### src/rtl/spi_resp_buffered.sv
// spi_resp_buffered
//   SPI mode-0 responder (MSB first, full duplex) with show-ahead TX and RX
//   FIFOs. All SPI inputs are oversampled by Clk_i through 2-flop synchronisers.
// Ports
//   Clk_i, Rst_ni            system clock, asynchronous active-low reset
//   Sclk_i, Mosi_i, Ss_i     SPI inputs from the master (Ss_i[ID] selects us)
//   Miso_o, MisoEn_o         MISO data and its tri-state drive enable
//   toXmit_i, strobe_i       TX FIFO push port; XmitFull_o / XmitEmpty_o status
//   Rcvd_o, Ready_o, pop_i   RX FIFO head, not-empty flag and pop
//   busy_o                   frame in progress
//   ovr_o, udr_o, clr_i      sticky RX overrun / TX underrun flags and clear
module spi_resp_buffered #(
    parameter int WIDTH = 8,
    parameter int DEPTH = 4,
    parameter int ID    = 0,
    parameter int NSS   = 2
) (
    input  logic             Clk_i,
    input  logic             Rst_ni,
    input  logic             Sclk_i,
    input  logic             Mosi_i,
    input  logic [NSS-1:0]   Ss_i,
    output logic             Miso_o,
    output logic             MisoEn_o,
    input  logic [WIDTH-1:0] toXmit_i,
    input  logic             strobe_i,
    output logic             XmitFull_o,
    output logic             XmitEmpty_o,
    output logic [WIDTH-1:0] Rcvd_o,
    output logic             Ready_o,
    input  logic             pop_i,
    output logic             busy_o,
    output logic             ovr_o,
    output logic             udr_o,
    input  logic             clr_i
);
    localparam int AW = $clog2(DEPTH);
    localparam int PW = AW + 1;
    localparam int CW = $clog2(WIDTH + 1);

    typedef enum logic [1:0] {IDLE, ACTIVE, DONE} state_t;

    state_t           state_q, state_d;
    logic [2:0]       sclk_sync_q, sclk_sync_d;
    logic [1:0]       mosi_sync_q, mosi_sync_d;
    logic [2:0]       ss_sync_q, ss_sync_d;
    logic [CW-1:0]    cnt_q, cnt_d;
    logic [WIDTH-1:0] shreg_q, shreg_d;
    logic             miso_q, miso_d;
    logic             loaded_q, loaded_d;
    logic             ovr_q, ovr_d;
    logic             udr_q, udr_d;
    logic [WIDTH-1:0] tx_mem_q [DEPTH];
    logic [WIDTH-1:0] tx_mem_d [DEPTH];
    logic [WIDTH-1:0] rx_mem_q [DEPTH];
    logic [WIDTH-1:0] rx_mem_d [DEPTH];
    logic [PW-1:0]    tx_wr_q, tx_wr_d, tx_rd_q, tx_rd_d;
    logic [PW-1:0]    rx_wr_q, rx_wr_d, rx_rd_q, rx_rd_d;

    logic             sclk_rise, sclk_fall, ss_rise, ss_lvl;
    logic             tx_empty, tx_full, rx_empty, rx_full;
    logic [PW-1:0]    tx_cnt;
    logic             done, load, tx_pop, tx_push, rx_push, rx_pop;
    logic             nxt_avail;
    logic [AW-1:0]    nxt_idx;
    logic [WIDTH-1:0] load_data;
    logic             unused_ss;

    assign unused_ss = ^Ss_i;

    assign sclk_sync_d = {sclk_sync_q[1:0], Sclk_i};
    assign mosi_sync_d = {mosi_sync_q[0], Mosi_i};
    assign ss_sync_d   = {ss_sync_q[1:0], Ss_i[ID]};

    assign sclk_rise = sclk_sync_q[1] & ~sclk_sync_q[2];
    assign sclk_fall = ~sclk_sync_q[1] & sclk_sync_q[2];
    assign ss_rise   = ss_sync_q[1] & ~ss_sync_q[2];
    assign ss_lvl    = ss_sync_q[1];

    assign tx_empty = (tx_wr_q == tx_rd_q);
    assign tx_full  = (tx_wr_q[AW] != tx_rd_q[AW]) && (tx_wr_q[AW-1:0] == tx_rd_q[AW-1:0]);
    assign rx_empty = (rx_wr_q == rx_rd_q);
    assign rx_full  = (rx_wr_q[AW] != rx_rd_q[AW]) && (rx_wr_q[AW-1:0] == rx_rd_q[AW-1:0]);
    assign tx_cnt   = tx_wr_q - tx_rd_q;

    assign done    = (state_q == DONE);
    assign load    = ((state_q == IDLE) && ss_rise) || (done && ss_lvl);
    assign tx_pop  = done && loaded_q;
    assign tx_push = strobe_i && !tx_full;
    assign rx_push = done && !rx_full;
    assign rx_pop  = pop_i && !rx_empty;

    // A back-to-back reload happens in the same cycle the old head is popped,
    // so it must take the entry behind the head; a same-cycle push is not seen.
    assign nxt_avail = tx_pop ? (tx_cnt > PW'(1)) : !tx_empty;
    assign nxt_idx   = tx_pop ? (tx_rd_q[AW-1:0] + AW'(1)) : tx_rd_q[AW-1:0];
    assign load_data = nxt_avail ? tx_mem_q[nxt_idx] : '0;

    // The SS synchroniser resets high so that a reset released while SS is
    // still asserted does not look like a new frame start.
    always_ff @(posedge Clk_i or negedge Rst_ni) begin
        if (!Rst_ni) begin
            state_q     <= IDLE;
            sclk_sync_q <= '0;
            mosi_sync_q <= '0;
            ss_sync_q   <= '1;
            cnt_q       <= '0;
            shreg_q     <= '0;
            miso_q      <= 1'b0;
            loaded_q    <= 1'b0;
            ovr_q       <= 1'b0;
            udr_q       <= 1'b0;
            tx_mem_q    <= '{default: '0};
            rx_mem_q    <= '{default: '0};
            tx_wr_q     <= '0;
            tx_rd_q     <= '0;
            rx_wr_q     <= '0;
            rx_rd_q     <= '0;
        end else begin
            state_q     <= state_d;
            sclk_sync_q <= sclk_sync_d;
            mosi_sync_q <= mosi_sync_d;
            ss_sync_q   <= ss_sync_d;
            cnt_q       <= cnt_d;
            shreg_q     <= shreg_d;
            miso_q      <= miso_d;
            loaded_q    <= loaded_d;
            ovr_q       <= ovr_d;
            udr_q       <= udr_d;
            tx_mem_q    <= tx_mem_d;
            rx_mem_q    <= rx_mem_d;
            tx_wr_q     <= tx_wr_d;
            tx_rd_q     <= tx_rd_d;
            rx_wr_q     <= rx_wr_d;
            rx_rd_q     <= rx_rd_d;
        end
    end

    // Frame completion takes priority over SS dropping in the same cycle.
    always_comb begin
        state_d = state_q;
        case (state_q)
            IDLE:    if (ss_rise) state_d = ACTIVE;
            ACTIVE:  if (cnt_q == CW'(WIDTH)) state_d = DONE;
                     else if (!ss_lvl)        state_d = IDLE;
            DONE:    state_d = ss_lvl ? ACTIVE : IDLE;
            default: state_d = IDLE;
        endcase
    end

    // MISO is held in its own flop so it only moves on SCLK falling edges,
    // while the shift register itself shifts on rising edges.
    always_comb begin
        cnt_d    = cnt_q;
        shreg_d  = shreg_q;
        miso_d   = miso_q;
        loaded_d = loaded_q;
        ovr_d    = ovr_q;
        udr_d    = udr_q;
        tx_mem_d = tx_mem_q;
        rx_mem_d = rx_mem_q;
        tx_wr_d  = tx_wr_q;
        tx_rd_d  = tx_rd_q;
        rx_wr_d  = rx_wr_q;
        rx_rd_d  = rx_rd_q;

        if (clr_i) begin
            ovr_d = 1'b0;
            udr_d = 1'b0;
        end

        if (load) begin
            shreg_d  = load_data;
            miso_d   = load_data[WIDTH-1];
            cnt_d    = '0;
            loaded_d = nxt_avail;
            if (!nxt_avail) udr_d = 1'b1;
        end else if (state_q == ACTIVE) begin
            if (sclk_rise) begin
                shreg_d = {shreg_q[WIDTH-2:0], mosi_sync_q[1]};
                cnt_d   = cnt_q + CW'(1);
            end
            if (sclk_fall) miso_d = shreg_q[WIDTH-1];
        end

        if (done && rx_full) ovr_d = 1'b1;

        if (tx_push) begin
            tx_mem_d[tx_wr_q[AW-1:0]] = toXmit_i;
            tx_wr_d = tx_wr_q + PW'(1);
        end
        if (tx_pop) tx_rd_d = tx_rd_q + PW'(1);

        if (rx_push) begin
            rx_mem_d[rx_wr_q[AW-1:0]] = shreg_q;
            rx_wr_d = rx_wr_q + PW'(1);
        end
        if (rx_pop) rx_rd_d = rx_rd_q + PW'(1);
    end

    assign Miso_o      = miso_q;
    assign MisoEn_o    = (state_q != IDLE);
    assign busy_o      = (state_q != IDLE);
    assign XmitFull_o  = tx_full;
    assign XmitEmpty_o = tx_empty;
    assign Rcvd_o      = rx_mem_q[rx_rd_q[AW-1:0]];
    assign Ready_o     = !rx_empty;
    assign ovr_o       = ovr_q;
    assign udr_o       = udr_q;

endmodule

### config.mk
export PLATFORM = sky130hd
export DESIGN_NAME = spi_resp_buffered
export DESIGN_NICKNAME = d
export VERILOG_FILES = /design/src/rtl/spi_resp_buffered.sv
export SDC_FILE = /design/constraint.sdc
export NUM_CORES = 1
export LEC_CHECK = 0
export CAP_MARGIN = 10
export CORE_AREA = 2 2 133 83
export CTS_CLUSTER_SIZE = 28
export DETAILED_ROUTE_END_ITERATION = 10
export DIE_AREA = 0 0 135 85
export PLACE_DENSITY = 0.67
export SYNTH_ARGS = -nofsm -noshare
export SYNTH_HDL_FRONTEND = slang
export SYNTH_SLANG_ARGS = --single-unit
export TNS_END_PERCENT = 5
### constraint.sdc
create_clock -name Clk_i -period 2.6 [get_ports Clk_i]
set_input_delay 0.52 -clock Clk_i [delete_from_list [all_inputs] [get_ports Clk_i]]
set_output_delay 0.52 -clock Clk_i [all_outputs]
set_load 0.01 [all_outputs]
* Word-level counts from Yosys, hierarchy flattened
Index checks and enable logic that the tools add are counted.
W data, S select, Z words.
** Word-level totals
- Register bits after elaboration :: 102
- Bits of input ports :: 17
- Output and inout port bits :: 16
- Word-level logic and storage cells :: 116
** Cells by class
- Add/subtract/negate cells :: 7
- Magnitude comparators :: 7
- Equality and inequality tests :: 11
- Muxes and demuxes :: 34
- Bitwise logic cells :: 10
- Reduce and logical (&&, ||, !) cells :: 25
** Operators by type and width (count)
- $mux W8 :: 10
- $bwmux W32 :: 2
- $bmux W8 S2 :: 2
- $demux W8 S2 :: 2
- $add A3 B1 Y3 const B :: 4
- $ge A3 B3 Y1 const B :: 4
- $mux W4 :: 3
- $not A2 Y3 :: 4
- $logic_and A1 B1 Y1 :: 11
- $mux W1 :: 10
- $reduce_bool A2 Y1 :: 5
- $mux W2 :: 4
- $eq A3 B3 Y1 :: 2
- $lt A3 B1 Y1 const B :: 2
- $pmux W2 S3 :: 1
- $reduce_and A2 Y1 :: 3
- $add A4 B1 Y4 const B :: 1
- $eq A2 B2 Y1 :: 2
- $eq A4 B4 Y1 const B :: 1
- $logic_not A1 Y1 :: 4
- $and A1 B1 Y1 :: 3
- $gt A3 B1 Y1 const B :: 1
- $ne A3 B3 Y1 const B :: 1
- $not A1 Y1 :: 3
- other kinds (8) :: 9

* Depth between registers and ports, before layout
Gate-level depths: netlist of run 1.
- Depth after elaboration :: 9
- Depth in mapped cells :: 9
- Depth with buffers taken out :: 8

* Least setup slack after synthesis of run 1
No wires, ideal clock.
- Kind :: reg-to-reg
- Start :: register tx_rd_q[1]
- End :: register tx_mem_q[0] (netlist bit)
- Setup time :: 0.125 ns
- Arrival :: 2.155 ns
- Data required time :: 2.475 ns
- Setup slack :: 0.320 ns
- Stages on the path, launching flop included :: 10
- Path buffers :: 2
- Clock period less this slack :: 2.280 ns
- Cell sequence :: dfrtp_1 > clkbuf_1 > inv_1 > ha_1 > nand2_1 > nor2_1 > nor2b_1 > clkbuf_1 > nand2_1 > mux2_2
** On the way
- Cells in the longest elaborated chain, start to end :: 4
** RTL lines
- start, declared :: RTL line 57 : logic [PW-1:0] tx_wr_q, tx_wr_d, tx_rd_q, tx_rd_d;
- start signal, assigned :: RTL line 133 : tx_rd_q <= tx_rd_d;
- $eq A2 B2 Y1 :: RTL line 81 : assign tx_full = (tx_wr_q[AW] != tx_rd_q[AW]) && (tx_wr_q[AW-1:0] == tx_rd_q[AW-1:0]);
- $logic_and A1 B1 Y1 :: RTL line 81
- named net XmitFull_o :: RTL line 27 : output logic XmitFull_o,
- $logic_not A1 Y1 :: RTL line 89 : assign tx_push = strobe_i && !tx_full;
- $logic_and A1 B1 Y1 :: RTL line 89
- end signal, assigned :: RTL line 130 : tx_mem_q <= tx_mem_d;
- end, declared :: RTL line 53 : logic [WIDTH-1:0] tx_mem_q [DEPTH];
The timed path passes the listed nets, and every way through them passes these cells.
A chain may end at the register's enable or synchronous reset.

* Final worst setup path of run 1
- Start :: register rx_rd_q[0]
- End :: output Rcvd_o[4]
** On the way
- Cells in the longest elaborated chain, start to end :: 4
** RTL lines
- start, declared :: RTL line 58 : logic [PW-1:0] rx_wr_q, rx_wr_d, rx_rd_q, rx_rd_d;
- start signal, assigned :: RTL line 135 : rx_rd_q <= rx_rd_d;
- $not A2 Y3 (not written as such) :: RTL line 206 : assign Rcvd_o = rx_mem_q[rx_rd_q[AW-1:0]];
- $bmux W8 S2 :: RTL line 206
- $mux W8 (not written as such) (2 in a row) :: RTL line 206
- end, declared :: RTL line 29 : output logic [WIDTH-1:0] Rcvd_o,
Every way passes these cells. The select of a mux whose other input is x is not followed.

==> results, run 1 <==
- The number of sinks driven by the clock tree is 102.
- The clock passes through at most 2 buffers.
- Across all setup checks in the final design, the least slack found is 0.0515 ns.
- The standard cell core area is 10300 um^2.
- The net load switching power is 0.00151 W.
- The global routing stage identified its most utilized layer as met2.
- The total number of yosys warnings is 0.
- Clock-pin slew was measured on the worst setup and hold paths at 0.07 ns.
- The global-route wire length before repair is 17.0 mm.
- The per-instance average area after synthesis is 13.1 um^2.
- Prior to clock tree synthesis, the placed netlist has a worst setup slack of 0.105 ns.
- The final route contains 3136 vias.
- The routed design could run at a clock period as short as 2.55 ns.
- Of the total power, combinational logic draws between 20% and 30%.
- The root buffer cell is clkbuf_16.
- The number of standard-cell rows in the floorplan is 29.
- The total inserted antenna cells is 0.
- The startpoint class of the critical path is a register.
- The launching point of the worst reg2reg path is tx_wr_q[0]$_DFFE_PN0P_.
- The overall die height is 85 um.
- In this run, the clock network consumes 29.2% of the power.
- The count of pins over their slew limit was 0.
- Along the worst path, the maximum fanout reaches 9.
- The die area is 11500 um^2.
- The detailed router finished its first iteration with 157 violations.
- For this block, the routed nets add up to 10.1 mm of wire.
- The largest net degree at the start of global routing is 45.
- The worst setup path is of the register to primary output kind.
- The path depth of the worst reg2reg path is 7.
- The number of antenna violations at the first check in global routing was 0.
- The area growth from synthesis to layout is 17.0%.
- In the final timing run, aggregate negative setup slack is 0 ns.
- The net count after synthesis is 415.
- In this run switching power makes up 29.9% of total power.
- Cells with a size suffix above 1 make up 26.2% of the layout.
- After detailed routing, the number of remaining DRC violations is 0.
- The areal power density over the cells is approximately 860 nW/um^2.
- In this run the tool buffered the top-level ports with 31 buffer cells.
- The flow ran to the end, and the final reports show no timing, DRC or antenna violations.
- The final instance count without filler cells is 563.
- The max-cap violation count is 0.
- The hold violation total from the final report was 0.
- Leaving out fill and tap cells, the most frequent cells in the layout are dfrtp_1 (97), mux2_2 (58), clkdlybuf4s50_1 (30), nand2_1 (19), mux2i_1 (16).
- The cell internal power dissipation is 0.00354 W.
- The arrival time at the worst endpoint is 2.03 ns.
- The wire-length estimate of the detail-placed layout is 7.01 mm.
- The initial core utilization is 48.6%.
- The endpoint class of the critical path is a primary output.
- The share of the Yosys chip area taken by registers is 51.1%.
- The maximum clock frequency is 392 MHz.
- The combined global-route utilization of all metal layers is 19.3%.
- In this run the register-to-register setup slack is 0.29 ns.
- The tightest min-delay check is of the input port to asynchronous set/reset pin type.
- The met3 demand-to-capacity share in global routing is 4.96%.
- The via count normalized by instance count is 5.57.
- The worst voltage drop across the vdd grid is 432 uV.
- Synthesis inferred approximately 100 register bits.
- TritonCTS built the clock tree.
- Setup violations remaining at the end of the flow were counted as 0.
- The last weighted congestion value of the routability-driven placer is 0.756.
- Leaving out fill and tap cells, the most frequent cell in the layout is dfrtp_1.
- Buffers inserted during clock tree synthesis total 9.
- The transition time at the pin with the least slew margin is 0.513 ns.
- For this run, global-route usage on met2 was measured as 29.2%.
- Setup repair after global routing left no endpoint under its margin.
- Counting tap cells, the placed design contains a total of 547 instances.
- The insertion delay to the later sink of the worst-skew pair is between 0.3 and 0.4 ns.
- The number of detailed-routing iterations run before antenna repair is 4.
- The leftover overflow at the end of global routing is 0.
- The detail-routed net length per standard cell is 17.9 um.
- Per report_power, the sequential group accounts for 45.9% of the total.
- The count of buffers added by post-CTS timing repair for setup is 0.
- The synthesized area is 5010 um^2.
- The via count of the first global-routing pass is ~3200.
- The die span in x is 135 um.
- After synthesis, the netlist uses 46 different library cells.
- The clock arrives with 0.0134 ns of skew.
- The cell count after synthesis is 383.
- The remaining max-slew budget at the tightest pin is 64.9%.
- The number of H-tree levels is 3.
- The met1 global-route usage is 28.0%.
- Once detail routing completed, the nets flagged for antenna violations numbered 0.
- The period utilization is 98.0%.
- At the worst endpoint, the required time is about 2.1 ns.
- 33 I/O pins were placed.
- The static leakage is 2.63 nW.
- In the final design database the tool counted 451 nets.
- The critical register-to-register path endpoint is tx_mem_q[26]$_DFFE_PN0P_.
- The cts-stage hold buffer count is 0.
[power groups by stage]
stage | sequential (W) | combinational, W | clock (W)
finish | 0.00232 | 0.00126 | 0.00147
global route | 0.00237 | 0.00141 | 0.00158
CTS | 0.00231 | 0.00127 | 0.00151
detailed placement | 0.00234 | 0.00125 | 0
global placement | 0.00230 | 0.00120 | 0
floorplan | 0.00219 | 0.000960 | 0
[per-layer routing]
metal  up-vias  part of all wire (%)  wire (um)
met3         7                   3.2        319
met4         0                  0.73         74
met2        55                    45       4490
met1      1594                    52       5190
li1       1480                     -          -
met5         -                     0          0
[cell families after synthesis]
group	share of synthesized area, %
multiplexers	23.1
buffers and inverters	2.40
AO/OA/AOI/OAI	6.92
AND/OR/NAND/NOR	9.42
adder cells (fa/ha/maj)	3.90
XOR/XNOR	3.22
flip-flops	51.1
[worst max-delay path by stage]
stage	from	endpoint	slack, ns	depth (start not counted)
floorplan	tx_rd_q[1]$_DFFE_PN0P_	tx_mem_q[0]$_DFFE_PN0P_	0.32	9
global placement	tx_rd_q[1]$_DFFE_PN0P_	tx_mem_q[4]$_DFFE_PN0P_	0.15	7
detailed placement	tx_rd_q[1]$_DFFE_PN0P_	tx_mem_q[7]$_DFFE_PN0P_	0.11	7
CTS	rx_rd_q[0]$_DFFE_PN0P_	Rcvd_o[4]	0.04	3
global route	rx_rd_q[0]$_DFFE_PN0P_	Rcvd_o[4]	0.01	3
finish	rx_rd_q[0]$_DFFE_PN0P_	Rcvd_o[4]	0.05	3
[through the flow]
step / util, % / hold slack, ns / area, um^2 / total power [W]
2_1_floorplan: - / 0.224 / 5010 / 0.00315
3_3_place_gp: 53.5 / 0.332 / 5510 / 0.00350
3_5_place_dp: 53.5 / 0.336 / 5510 / 0.00359
4_1_cts: 56.7 / 0.158 / 5840 / 0.00509
5_1_grt: 56.8 / 0.184 / 5860 / 0.00536
6_report: 56.8 / 0.144 / 5860 / 0.00505
[worst max-delay path, stage by stage (launching register included)]
cell and delay (ns):
dfrtp_2 0.45, buf_12 0.16, mux4_1 0.56, clkdlybuf4s50_1 0.50
[state kept, by name, indices dropped and copies added, names as in the netlist]
register / cells
rx_wr_q: 3
tx_mem_q: 32
mosi_sync_q: 2
ss_sync_q: 3
tx_rd_q: 3
ovr_o: 1
tx_wr_q: 3
rx_rd_q: 3
loaded_q: 1
Miso_o: 1
rx_mem_q: 32
state_q: 2
udr_o: 1
shreg_q: 8
sclk_sync_q: 3
cnt_q: 4
[cells in the mapped netlist (all sizes together)]
cell type,count,share of area (%)
nand2,25,2.5
and3b,1,0.17
fa,1,0.40
and3,1,0.13
a22o,1,0.17
dfstp,3,1.6
nor2,13,0.97
nor3,3,0.30
dfrtp,99,49
inv,9,0.67
nand3,4,0.40
clkbuf,11,0.82
nor3b,4,0.92
and2,7,0.87
a211oi,2,0.30
mux4,10,5.0
a211o,1,0.17
o21ai,10,1.0
or2,1,0.13
a32o,1,0.20
a31oi,12,1.5
o22ai,1,0.13
nor2b,9,1.1
nand4,2,0.25
xor2,4,0.85
or3b,2,0.35
buf,6,0.90
nand3b,8,1.2
xnor3,1,0.45
o32ai,2,0.35
a21oi,10,1.0
mux2i,16,3.2
ha,14,3.5
a2111oi,12,2.1
nand2b,1,0.13
xnor2,11,1.9
mux2,65,15
[area by class of cell]
| type | instances | area [um^2] |
|---|---|---|
| inverter | 9 | 33.8 |
| timing repair buffer | 42 | 415 |
| fill | 851 | 4450 |
| clock buffer | 9 | 225 |
| multi-input combinational | 255 | 2350 |
| tap | 139 | 174 |
| clock inverter | 7 | 104 |
| sequential | 102 | 2560 |
[what timing repair did]
action,4_1_cts,5_1_grt
endpoints found under the setup margin,2,18
hold endpoints to repair,0,0
gates resized for setup,1,5
pin swaps,0,0
No activity file was read; power rests on OpenSTA's default activity.
==> inputs of run 2 (changes only) <==
--- a/config.mk
+++ b/config.mk
@@ -10,7 +10,8 @@
 export CTS_CLUSTER_SIZE = 28
 export DETAILED_ROUTE_END_ITERATION = 10
 export DIE_AREA = 0 0 135 85
-export PLACE_DENSITY = 0.67
+export GPL_TIMING_DRIVEN = 0
+export PLACE_DENSITY = 0.78
 export SYNTH_ARGS = -nofsm -noshare
 export SYNTH_HDL_FRONTEND = slang
 export SYNTH_SLANG_ARGS = --single-unit
==> run 2 against run 1 <==
- setup slack improved by 0.012 ns
- clock skew fell by 0.0024 ns
- combinational power barely moved
- worst hold slack improved by 0.027 ns
- critical endpoint is now Rcvd_o[3]
==> results, run 2 (same netlist as run 1, synthesis figures left out) <==
- The run finished with clean final reports.
- The global-route wire length before repair is 17.5 mm (+3.1%).
- The clock tree from TritonCTS is built.
- The worst voltage drop across the vdd grid is 499 uV (+15%).
- The overall die height is 85 um (unchanged).
- The leftover overflow at the end of global routing was 0 (unchanged).
- The worst setup path is launched from a register.
- The biggest cell delay along the critical path is 0.60 ns (+0.04 ns).
- The count of unresolved DRC violations after routing is 0 (unchanged).
- The largest net degree at the start of global routing was 60 (+33%).
- The required time reported for the critical path endpoint is 2.08 ns (about the same).
- The detail-routed net length per standard cell was 18.1 um (+1.2%).
- The minimum clock period is 2.54 ns (-0.0116 ns).
- The combined global-route utilization of all metal layers came to 19.9% (+0.60 points).
- The remaining max-slew budget at the tightest pin came to 53.0% (-12 points).
- The maximum buffer depth of the clock tree is 2 (unchanged).
- The library cells used most frequently in the layout, excluding fill and tap cells, are dfrtp_1 (99), mux2_2 (58), clkdlybuf4s50_1 (28), nand2_1 (20), mux2i_1 (16).
- The via count of the first global-routing pass came to 3387 (+4.4%).
- The via count normalized by instance count is 5.68 (+1.9%).
- The period utilization is 97.6% (-0.45 points).
- The die area came to 11500 um^2 (unchanged).
- The number of H-tree levels came to 3 (unchanged).
- The arrival time at the worst endpoint was 2.02 ns (about the same).
- The type of the worst setup path is register to primary output.
- The final instance count without filler cells came to 572 (+1.6%).
- The root buffer cell is clkbuf_16.
- The initial core utilization is 48.6% (unchanged).
- The cts-stage hold buffer count is 0 (unchanged).
- The count of pins over their slew limit came to 0 (unchanged).
- The fraction of final layout cells with drive strength greater than 1 is 24.5% (-1.7 points).
- The total clock buffers created by CTS is 9 (unchanged).
- The gate family responsible for the most delay along the worst path is buffers and inverters.
- The number of detailed-routing iterations run before antenna repair came to 4 (unchanged).
- The number of design-rule violations left by the first detailed-router iteration came to 304 (+94%).
- The number of sinks driven by the clock tree is 102 (unchanged).
- The critical path buffer and inverter count is 2 (unchanged).
- The hold violation total from the final report is 0 (unchanged).
- The half-perimeter wire length of the detailed placement result is 7.48 mm (+6.6%).
- The last weighted congestion value of the routability-driven placer is 0.842 (+11%).
- The static leakage is 2.65 nW (+0.81%).
- The largest clock skew in the final design was 0.0111 ns (-0.00237 ns).
- The number of vias after detailed routing is 3248 (+3.6%).
- The max-cap violation count came to 0 (unchanged).
- The total inserted antenna cells is 0 (unchanged).
- The count of final setup violators is 0 (unchanged).
- Among all stages on the critical path, the largest delay is contributed by mux4_1.
- The number of I/O port buffers came to 31 (unchanged).
- The leading cell type in the layout, fill and taps excluded is dfrtp_1.
- The standard cell core area came to 10300 um^2 (unchanged).
- The min-delay analysis places its worst path in the category input port to asynchronous set/reset pin.
- The insertion delay to the later sink of the worst-skew pair is 0.36 ns (about the same).
- The number of nets at the end of the flow is 460 (+2.0%).
- The areal power density over the cells is 833 nW/um^2 (-3.4%).
- The maximum fanout along the worst path is 10 (+1).
- The transition time at the pin with the least slew margin is 0.703 ns (+0.190 ns).
- The die span in x came to 135 um (unchanged).
- The wire length reported by the detailed router is 10.4 mm (+2.8%).
- In the final layout, the registers with the most flip-flops are rx_mem_q x32, tx_mem_q x32, shreg_q x8.
- The number of standard-cell rows in the floorplan was 29 (unchanged).
- The worst hold slack was 0.171 ns (+0.0271 ns).
- The maximum clock frequency is 394 MHz (+0.46%).
- The signal on the critical path passes through buf_8 -> mux4_1 -> clkdlybuf4s50_1.
- The clock-pin transition on the worst setup and hold timing paths is 0.07 ns (about the same).
- The utilization after layout was 56.6% (-0.22 points).
- The count of pins on the block boundary is 33 (unchanged).
- Setup repair after global routing left no endpoint under its margin.
- The number of antenna violations at the first check in global routing is 0 (unchanged).
- The endpoint class of the critical path is a primary output.
- The residual antenna-violating net count after detailed routing is 0 (unchanged).
- The relative area change from synthesis to final layout is 16.6%.
- The cell count after placement was 554 (+1.3%).
==> run 2: metrics by stage <==
step / power, W / worst slack [ns] / instance area, um^2 / setup TNS (ns)
after floorplan: 0.00315 / 0.320 / 5010 / 0
after global placement: 0.00350 / -2.61 / 5490 / -263.70
after detailed placement: 0.00360 / -0.197 / 5520 / -4.62
after CTS: 0.00490 / 0.0369 / 5820 / 0
after global routing: 0.00516 / 0.00273 / 5840 / 0
final: 0.00486 / 0.0632 / 5840 / 0
==> run 2: path summary, 6_finish.rpt <==
path	start	endpoint	slack, ns	cells past startpoint
worst min-delay path	Rst_ni	tx_wr_q[2]$_DFFE_PN0P_	0.17	1
max in group asynchronous	Rst_ni	shreg_q[3]$_DFFE_PN0P_	1.75	2
worst min register to register	ss_sync_q[0]$_DFF_PN1_	ss_sync_q[1]$_DFF_PN1_	0.36	0
worst max-delay path	rx_rd_q[0]$_DFFE_PN0P_	Rcvd_o[3]	0.06	3
worst max register to register	tx_rd_q[1]$_DFFE_PN0P_	tx_mem_q[17]$_DFFE_PN0P_	0.23	9
min in group Clk_i	ss_sync_q[0]$_DFF_PN1_	ss_sync_q[1]$_DFF_PN1_	0.36	0
==> run 2: cell type report <==
class / count / area [um^2]
plain buffers: 17 / 101
repair buffers: 34 / 355
well taps: 139 / 174
fillers: 844 / 4470
clock buffers: 10 / 229
inverters: 9 / 37.5
clock inverters: 6 / 50.0
multi-input cells: 255 / 2330
flip-flops and latches: 102 / 2560
==> run 2: worst reg2reg max path, cell delays in order (launching register included) <==
cell	delay, ns
dfrtp_1	0.36
clkbuf_8	0.18
clkinvlp_4	0.11
ha_1	0.31
nand2_1	0.08
nor2_1	0.05
nor2b_1	0.11
clkbuf_1	0.28
nand2_1	0.38
mux2_2	0.39
==> run 2: what timing repair did <==
item                                    4_1_cts  5_1_grt
buffers inserted                              2        0
gates resized for setup                       4        6
cloned                                        0        0
endpoints found under the setup margin       35       14
==> run 2: power by group <==
group          internal, W  switching (W)
Clock             0.000665       0.000615
Combinational     0.000715       0.000569
Sequential         0.00196       0.000339
==> run 2: metal layers <==
metal	share of wire, %	vias up	global-route usage (%)
li1	-	1500	-
met1	50	1641	29.9
met2	43	93	28.8
met3	6.3	14	4.78
met4	1.1	0	6.16
met5	0	-	0
==> RTL edit 1, RTL diff (config.mk and constraints of run 2) <==
Set the parameter `DEPTH` to 2 (it was 4).
--- a/src/rtl/spi_resp_buffered.sv
+++ b/src/rtl/spi_resp_buffered.sv
@@ -13,3 +13,3 @@
     parameter int WIDTH = 8,
-    parameter int DEPTH = 4,
+    parameter int DEPTH = 2,
     parameter int ID    = 0,
Behaviour: not the same (a bounded check fails within 4 cycles, from zero or initial values and one cycle with Rst_ni low).
==> RTL edit 1 against run 2 <==
Final area decreased by 36%. Critical endpoint is now Rcvd_o[2]. Total power decreased by 24%. Sequential cell count down 36. Sequential power decreased by 35%. Highest routed layer unchanged. First-iteration DRC count shrank 46%. Area after synthesis decreased by 41%. Worst setup slack improved by 0.10 ns. Die area stayed put. Routed wire length decreased by 44%.
==> RTL edit 1: results (changes against run 2) <==
status -> completed (unchanged)
static leakage -> 0.00172 uW (was 0.00265 uW)
clk_lat worst skew -> 0.34 ns (was 0.36 ns)
pin count of the biggest net entering global routing -> 67 (was 60)
Resized cells post-CTS -> 0 (was 4)
number of global-route vias before repair -> 1887 (was 3387)
R2R depth -> 5 (was 9)
initial drt markers -> 165 (was 304)
routed via count -> 1751 (was 3248)
Arrival @ worst endpoint -> 1.91 ns (was 2.02 ns)
internal power -> 2720 uW (was 3340 uW)
Final nets -> 271 (was 460)
first-pass GRT wire length -> 9.64 mm (was 17.5 mm)
placed insts -> 380 (was 554)
reg-to-reg startpoint -> tx_rd_q[0]$_DFFE_PN0P_ (was tx_rd_q[1]$_DFFE_PN0P_)
FF-to-FF End -> tx_mem_q[10]$_DFFE_PN0P_ (was tx_mem_q[17]$_DFFE_PN0P_)
Non-Filler Instances -> 395 (was 572)
actual slew at the worst max-slew pin -> 0.822 ns (was 0.703 ns)
post-synth cell types -> 42 (was 46)
GRT Total Usage -> 11.2% (was 19.9%)
fillers -> 996 (was 844)
syn avg cell area -> 14.0 um2 (was 13.1 um2)
VDD IR-drop max -> 0.000391 V (was 0.000499 V)
net count after synthesis -> 230 (was 415)
R2R Setup Slk -> 0.70 ns (was 0.23 ns)
RTL edit 1: cell count changes in the layout (fill, tap and decap cells not counted), moves of 9 or more:
cell       change
mux2_4        +13
o22ai_1        +9
dfrtp_1       -36
mux2_2        -34
ha_1          -11
a2111oi_0     -12
nand2_1       -12
a31oi_1       -12
RTL edit 1: layer usage:
layer	wire length, um	track usage, %	vias to the layer above
met2	2480	15.7	36
met1	2890	14.9	881
met5	0	0	-
li1	-	-	826
met3	300	5.20	8
met4	93	4.73	0
RTL edit 1: logic make-up after synthesis:
group,count (synthesis),synth area share (%)
AOI/OAI and AO/OA,24,5.38
DFF,66,56.5
buffers and inverters,16,2.78
muxes,57,23.2
xor gates and xnor gates,12,4.48
adders and majority gates,3,1.28
and+or+nand+nor,32,6.36
RTL edit 1: how the worst max path moves through the flow:
stage / end / slack [ns]
2_1_floorplan: tx_mem_q[0]$_DFFE_PN0P_ / 0.91
3_3_place_gp: tx_mem_q[13]$_DFFE_PN0P_ / -1.05
3_5_place_dp: Rcvd_o[1] / 0.33
4_1_cts: Rcvd_o[2] / 0.16
5_1_grt: Rcvd_o[2] / 0.08
6_report: Rcvd_o[2] / 0.17
RTL edit 1: worst max-delay path, cell delays in order (launching register included):
cell and delay [ns]:
dfrtp_1 0.68, mux2_2 0.41, clkdlybuf4s50_1 0.48
RTL edit 1: layout make-up:
type	instances	area share (%)
buffer	6	1.16
tap	139	4.62
timing repair buffer	31	8.18
sequential	66	44.0
clock inverter	4	2.59
inverter	9	0.898
multi-input combinational	128	31.7
clock buffer	12	6.82
RTL edit 1: metrics by stage:
stage	area [um2]	worst slack [ns]
global route	3760	0.0842
global placement	3410	-1.05
finish	3760	0.166
detailed placement	3410	0.328
CTS	3760	0.158
floorplan	2930	0.911
RTL edit 1: power by group through the flow:
stage                     clock network [uW]  registers (uW)  logic, uW
after floorplan                            0            1430        582
after global placement                     0            1470        783
after detailed placement                   0            1490        814
after CTS                               1460            1500        787
after global routing                    1510            1540        853
final                                   1430            1500        773
RTL edit 1: repair_timing:
| item | 4_1_cts | 5_1_grt |
|---|---|---|
| buffers inserted | 0 | 0 |
| endpoints found under the hold margin | 0 | 0 |
| endpoints found under the setup margin | 8 | 0 |
==> RTL edit 2, RTL diff (settings of run 2) <==
Without the edit above. Encoding of `state_t`: now one-hot (3 bits for 3 states).
--- a/src/rtl/spi_resp_buffered.sv
+++ b/src/rtl/spi_resp_buffered.sv
@@ -40,3 +40,3 @@
 
-    typedef enum logic [1:0] {IDLE, ACTIVE, DONE} state_t;
+    typedef enum logic [2:0] {IDLE = 3'b001, ACTIVE = 3'b010, DONE = 3'b100} state_t;
 
Function: same outputs for any inputs over 10 cycles, from zero or initial values and one cycle with Rst_ni low; not proved beyond that.
==> RTL edit 2 against run 2 <==
Sequential cell count grew 1. Total power shrank 4.0%. Area after synthesis shrank 0.35%. Worst setup slack gained 0.010 ns. Routed wire length grew 0.56%. Final area shrank 0.11%. Count of clock-buffer cells in the layout shrank 1. Critical path type unchanged. Critical endpoint is now XmitEmpty_o.
==> RTL edit 2: results (changes against run 2) <==
number of port buffers -> 31 (unchanged)
Final Skew -> 0.00722 ns (was 0.0111 ns)
GRT Total Usage -> 19.6% (was 19.9%)
fillers -> 838 (was 844)
post-synth cell types -> 51 (was 46)
vias per cell -> 5.78 (was 5.68)
number of global-route vias before repair -> 3276 (was 3387)
R2R depth -> 8 (was 9)
reg-to-reg startpoint -> tx_rd_q[0]$_DFFE_PN0P_ (was tx_rd_q[1]$_DFFE_PN0P_)
met1 Use GR -> 30.1% (was 29.9%)
setup slack at placement -> 0.0164 ns (was -0.197 ns)
share of cells above drive strength 1 -> 23.0% (was 24.5%)
placed insts -> 571 (was 554)
VDD IR-drop max -> 0.000435 V (was 0.000499 V)
top post-synthesis cells by count -> dfrtp_1, mux2_2, nand2_1 (unchanged)
Fin Hold WS -> 0.174 ns (was 0.171 ns)
Final nets -> 476 (was 460)
total iterations of the first detailed-routing run -> 5 (was 4)
dpl cell area -> 5500 um2 (was 5520 um2)
net count after synthesis -> 432 (was 415)
Placer Congestion -> 0.836 (was 0.842)
GRT met3 Usage -> 5.02% (was 4.78%)
initial drt markers -> 298 (was 304)
Yosys warnings -> 0 (unchanged)
syn avg cell area -> 12.5 um2 (was 13.1 um2)
R2R Setup Slk -> 0.17 ns (was 0.23 ns)
DPL Wire Length -> 7.45 mm (was 7.48 mm)
sequential area share after synthesis -> 51.8% (was 51.1%)
routed via count -> 3395 (was 3248)
static leakage -> 0.00257 uW (was 0.00265 uW)
FF-to-FF End -> shreg_q[0]$_DFFE_PN0P_ (was tx_mem_q[17]$_DFFE_PN0P_)
synth top area cells -> dfrtp_1, mux2_2, mux4_2 (was dfrtp_1, mux2_2, mux4_1)
status -> completed (unchanged)
routed len/inst -> 17.7 um (was 18.1 um)
met2 usage -> 27.7% (was 28.8%)
RTL edit 2: cell types whose count changed in the layout (fill, tap and decap cells not counted), moves of 12 or more:
| cell | run 2 | this run |
|---|---|---|
| nor3b_1 | 2 | 14 |
| o221ai_1 | 0 | 12 |
| a2111oi_0 | 12 | 0 |
| o21ai_0 | 10 | 22 |
| a31oi_1 | 12 | 0 |
| mux2i_1 | 16 | 3 |
RTL edit 2: critical path, cell delays in order, from the launching register on:
cell and delay, ns:
dfrtp_1 0.38, buf_4 0.19, inv_1 0.09, ha_1 0.31, and3_1 0.16, clkdlybuf4s50_1 0.53
RTL edit 2: final cells by class:
class                           count  area (um2)  share of cell area, %
Clock buffer                        9         225                   3.86
Tap cell                          139         174                   2.98
Multi-Input combinational cell    268        2280                   39.2
Sequential cell                   103        2580                   44.3
Buffer                             18        90.1                   1.55
Timing Repair Buffer               33         342                   5.86
Inverter                           11        41.3                  0.708
Clock inverter                      6        92.6                   1.59
RTL edit 2: kinds of logic (layout without fill, tap and decap cells):
group	count (synthesis)	count (layout)	synth area share, %
and+or+nand+nor	106	106	11.7
adders and majority gates	15	15	3.91
DFF	103	103	51.8
xor gates and xnor gates	15	15	2.91
buffers and inverters	29	77	2.48
muxes	78	78	19.8
AOI/OAI and AO/OA	54	54	7.40
RTL edit 2: repair_timing:
item / CTS / global route
cloned: 0 / 0
resized for setup: 3 / 2
pin swaps: 0 / 0
setup buffers: 0 / 1
setup endpoints to repair: 2 / 2
RTL edit 2: power by group:
part	switching (uW)	total [uW]	internal, uW	leakage [uW]
Sequential	317	2270	1950	0.00132
Clock	608	1450	845	0.000149
Combinational	412	947	534	0.00110
Total	1340	4670	3330	0.00257
RTL edit 2: worst max path at each step:
stage                                 startpoint                  endpoint  slack [ns]  depth (start not counted)
final                     tx_rd_q[1]$_DFFE_PN0P_               XmitEmpty_o        0.07                          5
after global routing      tx_rd_q[1]$_DFFE_PN0P_               XmitEmpty_o        0.02                          5
after CTS                 tx_rd_q[1]$_DFFE_PN0P_               XmitEmpty_o      0.0007                          5
after global placement                    Rst_ni  rx_mem_q[10]$_DFFE_PN0P_       -2.71                          1
after detailed placement  tx_rd_q[1]$_DFFE_PN0P_   tx_mem_q[0]$_DFFE_PN0P_        0.02                          9
after floorplan           tx_rd_q[1]$_DFFE_PN0P_   tx_mem_q[0]$_DFFE_PN0P_        0.38                          9
RTL edit 2: routing by layer:
layer | share of wire [%] | vias to the layer above
met2 | 43 | 124
li1 | - | 1543
met3 | 6.2 | 12
met4 | 1.2 | 0
met5 | 0 | -
met1 | 49 | 1716
